[config.mk]
export PLATFORM = sky130hd
export DESIGN_NAME = fpu_result_uart_tx
export DESIGN_NICKNAME = d
export VERILOG_FILES = /design/src/rtl/fpu_result_uart_tx.sv
export SDC_FILE = /design/constraint.sdc
export NUM_CORES = 1
export LEC_CHECK = 0
export BUFFER_PORTS_ARGS = -buffer_cell sky130_fd_sc_hd__buf_2
export CAP_MARGIN = 0
export CORE_AREA = 3 3 76 78
export DETAILED_ROUTE_END_ITERATION = 12
export DIE_AREA = 0 0 79 81
export PLACE_DENSITY = 0.42
export SLEW_MARGIN = 30
export SYNTH_ARGS = -nofsm -noshare
export SYNTH_HDL_FRONTEND = slang
export SYNTH_SLANG_ARGS = --single-unit
[constraint.sdc]
create_clock -name clk -period 2.95 [get_ports clk]
set_input_delay 0.295 -clock clk [delete_from_list [all_inputs] [get_ports clk]]
set_output_delay 0.295 -clock clk [all_outputs]
set_load 0.1 [all_outputs]
[src/rtl/fpu_result_uart_tx.sv]
// fpu_result_uart_tx: sends a 16-bit FPU result as two back-to-back 8N1 UART bytes, low byte first.
module fpu_result_uart_tx #(
  parameter int CLKS_PER_BIT = 87
) (
  input  logic        clk,
  input  logic        rst,
  input  logic        i_tx_valid,
  input  logic [15:0] i_tx_data,
  output logic        o_tx_ready,
  output logic        o_tx_serial,
  output logic        o_tx_active,
  output logic        o_tx_done
);
  localparam int CW = $clog2(CLKS_PER_BIT);
  typedef enum logic [1:0] {IDLE, START, DATA, STOP} state_t;
  state_t state, state_n;
  logic byte_sel, byte_sel_n;
  logic [CW-1:0] cnt, cnt_n;
  logic [2:0] bit_idx, bit_idx_n;
  logic [15:0] hold, hold_n;
  logic [7:0] cur_byte;
  logic serial_n, done_n, tick;
  always_ff @(posedge clk) begin
    if (rst) begin
      state       <= IDLE;
      byte_sel    <= 1'b0;
      cnt         <= '0;
      bit_idx     <= '0;
      hold        <= '0;
      o_tx_serial <= 1'b1;
      o_tx_done   <= 1'b0;
    end else begin
      state       <= state_n;
      byte_sel    <= byte_sel_n;
      cnt         <= cnt_n;
      bit_idx     <= bit_idx_n;
      hold        <= hold_n;
      o_tx_serial <= serial_n;
      o_tx_done   <= done_n;
    end
  end
  always_comb begin
    tick       = cnt == CW'(CLKS_PER_BIT - 1);
    state_n    = state;
    byte_sel_n = byte_sel;
    cnt_n      = tick ? '0 : cnt + 1'b1;
    bit_idx_n  = bit_idx;
    hold_n     = hold;
    done_n     = 1'b0;
    case (state)
      IDLE: begin
        cnt_n = '0;
        if (i_tx_valid) begin
          state_n    = START;
          byte_sel_n = 1'b0;
          hold_n     = i_tx_data;
        end
      end
      START: if (tick) begin
        state_n   = DATA;
        bit_idx_n = '0;
      end
      DATA: if (tick) begin
        bit_idx_n = bit_idx + 3'd1;
        state_n   = bit_idx == 3'd7 ? STOP : DATA;
      end
      STOP: if (tick) begin
        state_n    = byte_sel ? IDLE : START;
        byte_sel_n = 1'b1;
        done_n     = byte_sel;
      end
      default: state_n = IDLE;
    endcase
    // The line register is loaded with the bit belonging to the state being entered.
    cur_byte = byte_sel_n ? hold_n[15:8] : hold_n[7:0];
    serial_n = state_n == START ? 1'b0 : state_n == DATA ? cur_byte[bit_idx_n] : 1'b1;
  end
  assign o_tx_ready  = state == IDLE;
  assign o_tx_active = state != IDLE;
endmodule

==> results_dict.tcl <==
set metrics [dict create \
    outcome "completed" \
    synth_cells 158 \
    tritoncts "done" \
    start_util_pct 29.87 \
    hpwl_mm 2.386 \
    antenna_found_initial 0 \
    die_w_um 79 \
    fmax_mhz 364.0 \
    wl_mm 3.081 \
    crit_type "register to register" \
    drv_cap 0 \
    hold_buffers 0 \
    track_usage_pct 10.48 \
    critPathCaptureType "register" \
    fin_area_mm2 0.001819 \
    power_leakage_nw 0.7937 \
    min_from "i_tx_data[2]" \
    maxSlewViolCount 0 \
    synth.area.top_cells "dfxtp_1 40%, mux2i_1 9.8%, nor2_1 7.8%, ha_1 7.3%, o21ai_0 2.3%" \
    power_density_mw_per_mm2 518.6 \
    hold_viol_final 0 \
    h-tree-depth 2 \
    start_kind "register" \
    synth_cell_type_count 41 \
    yosysWarnings 0 \
    setup_viol 0 \
    clockBufferDepth 2 \
    drt_iter0_drc 40 \
    async_flop_share_pct 0 \
    worstPathArrival_ns 2.95 \
    vias 1166 \
    port_buffers 22 \
    hold_path_class "input port to register" \
    sw_frac_of_total_pct 27.23 \
    power.internal_w 0.0006865 \
    cts-root-buf "clkbuf_8" \
    combPwrFrac_pct 17.9 \
    routabilityCongestion 0.7262 \
    switching_power_w 0.0002569 \
    required_ns 3.15 \
    worstPathMaxFanout 4 \
    grt_pass1_vias 1125 \
    ant_nets 0 \
    synth_seq_area_share_pct 40.42 \
    synth-edff-count 0 \
    synth_ff_type "dfxtp_1" \
    insertion_delay_ns 0.27 \
    dieArea_mm2 0.006399 \
    final_net_count 213 \
    via_per_inst 4.573 \
    yosysTopAreaCell "dfxtp_1" \
    syn_area_per_cell_um2 9.717 \
    max-vdd-ir-drop_mv 0.1996 \
    gr-total-overflow 0 \
    slew_headroom_pct 67.78 \
    antennaDiodeCount 0 \
    syn_area_mm2 0.001535 \
    coreArea_mm2 0.005140 \
    ys_seq_elements 31 \
    grt_pass1_wl_mm 5.168 \
    post_drt_wl_per_cell_um 12.08 \
    synth_top_area_share_pct 40.42 \
    ios 23 \
    r2r-start "cnt[0]" \
    rows 26 \
    path_clk_slew_ns 0.06 \
    syn_nets 186 \
    cts_buffers 5 \
    worst_clock_skew_ns 0.003926 \
    cts.sinks 31 \
    fin_crit_ns 2.747 \
    grt_setup_unrepaired "false" \
    tightest_slew_ns 0.4866 \
    die_h_um 81 \
    period_share_pct 93.13 \
    drc_errors 0 \
    cp-startpoint "cnt[0]" \
    drive_above_1_share_pct 22.70 \
    place_area_mm2 0.001712 \
    p_seq_share_pct 47.5 \
    grt_max_degree 25 \
    drt-pass1-iter-count 4 \
    area_growth_pct 18.50 \
    fin_setup_tns_ns 0 \
    clockPowerShare_pct 34.6 \
]
cells in the final DEF, fill, tap and decap left out, types with 2 or more instances in the layout:
master	Yosys	routed
buf_2	0	22
nor3b_1	3	3
nand2_1	6	6
nand4b_1	2	2
buf_4	1	3
nand2_2	2	2
nor2_1	32	32
and3_1	3	3
clkbuf_8	0	6
o2111a_1	2	2
xor2_1	2	2
and2_1	2	2
o21ai_0	7	7
mux2i_1	15	15
a21oi_1	2	2
mux2_2	2	2
dfxtp_1	31	31
ha_1	9	8
a22oi_2	1	2
xnor2_1	3	3
a32oi_1	2	2
inv_1	5	5
nand3_1	4	4
flip-flops by register name (all words and copies together), names as in the netlist:
signal / flops
byte_sel: 1
hold: 16
o_tx_serial: 1
state: 2
bit_idx: 3
cnt: 7
o_tx_done: 1
synth_stat cells, types with 3 or more instances:
cell type   n
dfxtp_1    31
inv_1       5
nor2_1     32
o21ai_0     7
nand2_1     6
nor3b_1     3
ha_1        9
nand3_1     4
mux2i_1    15
and3_1      3
xnor2_1     3
critical path, cell delays in order (launching register included):
cell and delay (ns):
dfxtp_1 0.37, inv_1 0.06, ha_1 0.20, and4b_1 0.19
nand2_1 0.09, ha_1 0.23, inv_1 0.06, a22oi_2 0.05
a21oi_1 0.28, o311ai_0 0.24, o2111a_1 0.19, or4_1 0.53
a32oi_1 0.20
per-stage QoR:
| step | power [W] | worst slack [ns] | utilization [%] | cells | hold slack [ns] |
|---|---|---|---|---|---|
| after detailed placement | 0.0006246 | 0.1171 | 33.30 | 246 | 0.4533 |
| after floorplan | 0.0005884 | 0.1115 | - | 158 | 0.3711 |
| after global placement | 0.0006218 | 0.2256 | 33.30 | 246 | 0.4400 |
| after global routing | 0.0009951 | 0.002933 | 35.39 | 255 | 0.2771 |
| final | 0.0009435 | 0.2027 | 35.39 | 255 | 0.2742 |
| after CTS | 0.0009579 | 0.1011 | 35.00 | 253 | 0.2707 |
final timing paths:
check / to / slack [ns] / depth (start not counted)
max: o_tx_serial / 0.20 / 12
min: hold[2] / 0.27 / 3
max reg2reg: o_tx_serial / 0.20 / 12
min reg2reg: cnt[0] / 0.47 / 1
power groups by stage:
stage               Clock, W  Combinational (W)  Sequential, W
floorplan                  0           0.000122       0.000466
global placement           0           0.000166       0.000456
detailed placement         0           0.000167       0.000458
CTS                 0.000342           0.000167       0.000448
global route        0.000358           0.000187       0.000450
finish              0.000327           0.000169       0.000448
area by class of cell:
class                      instances  area [µm²]
fill                             559        3321
multi-input combinational        117       872.1
sequential                        31       620.6
timing repair buffer              25       132.6
tap                               70       87.58
clock buffer                       6       82.58
inverter                           5       18.77
clock inverter                     1       5.005
what timing repair did:
item                                    CTS  global route
buffers inserted                          0             2
endpoints found under the setup margin    0             1
gates resized for setup                   0             1
kinds of logic after synthesis:
group | synth area share (%)
multiplexers | 14.43
AND/OR/NAND/NOR | 18.91
adder cells (fa/ha/maj) | 7.335
AO/OA/AOI/OAI | 12.80
flip-flops | 40.42
XOR/XNOR | 2.853
buffers and inverters | 3.260
layer usage:
metal  part of all wire, %  global-route usage [%]
met5                     0                       0
met4                   1.8                   4.124
met3                   3.7                   3.104
met2                    43                   16.08
met1                    51                   13.84
(Power assumes the default switching activity.)
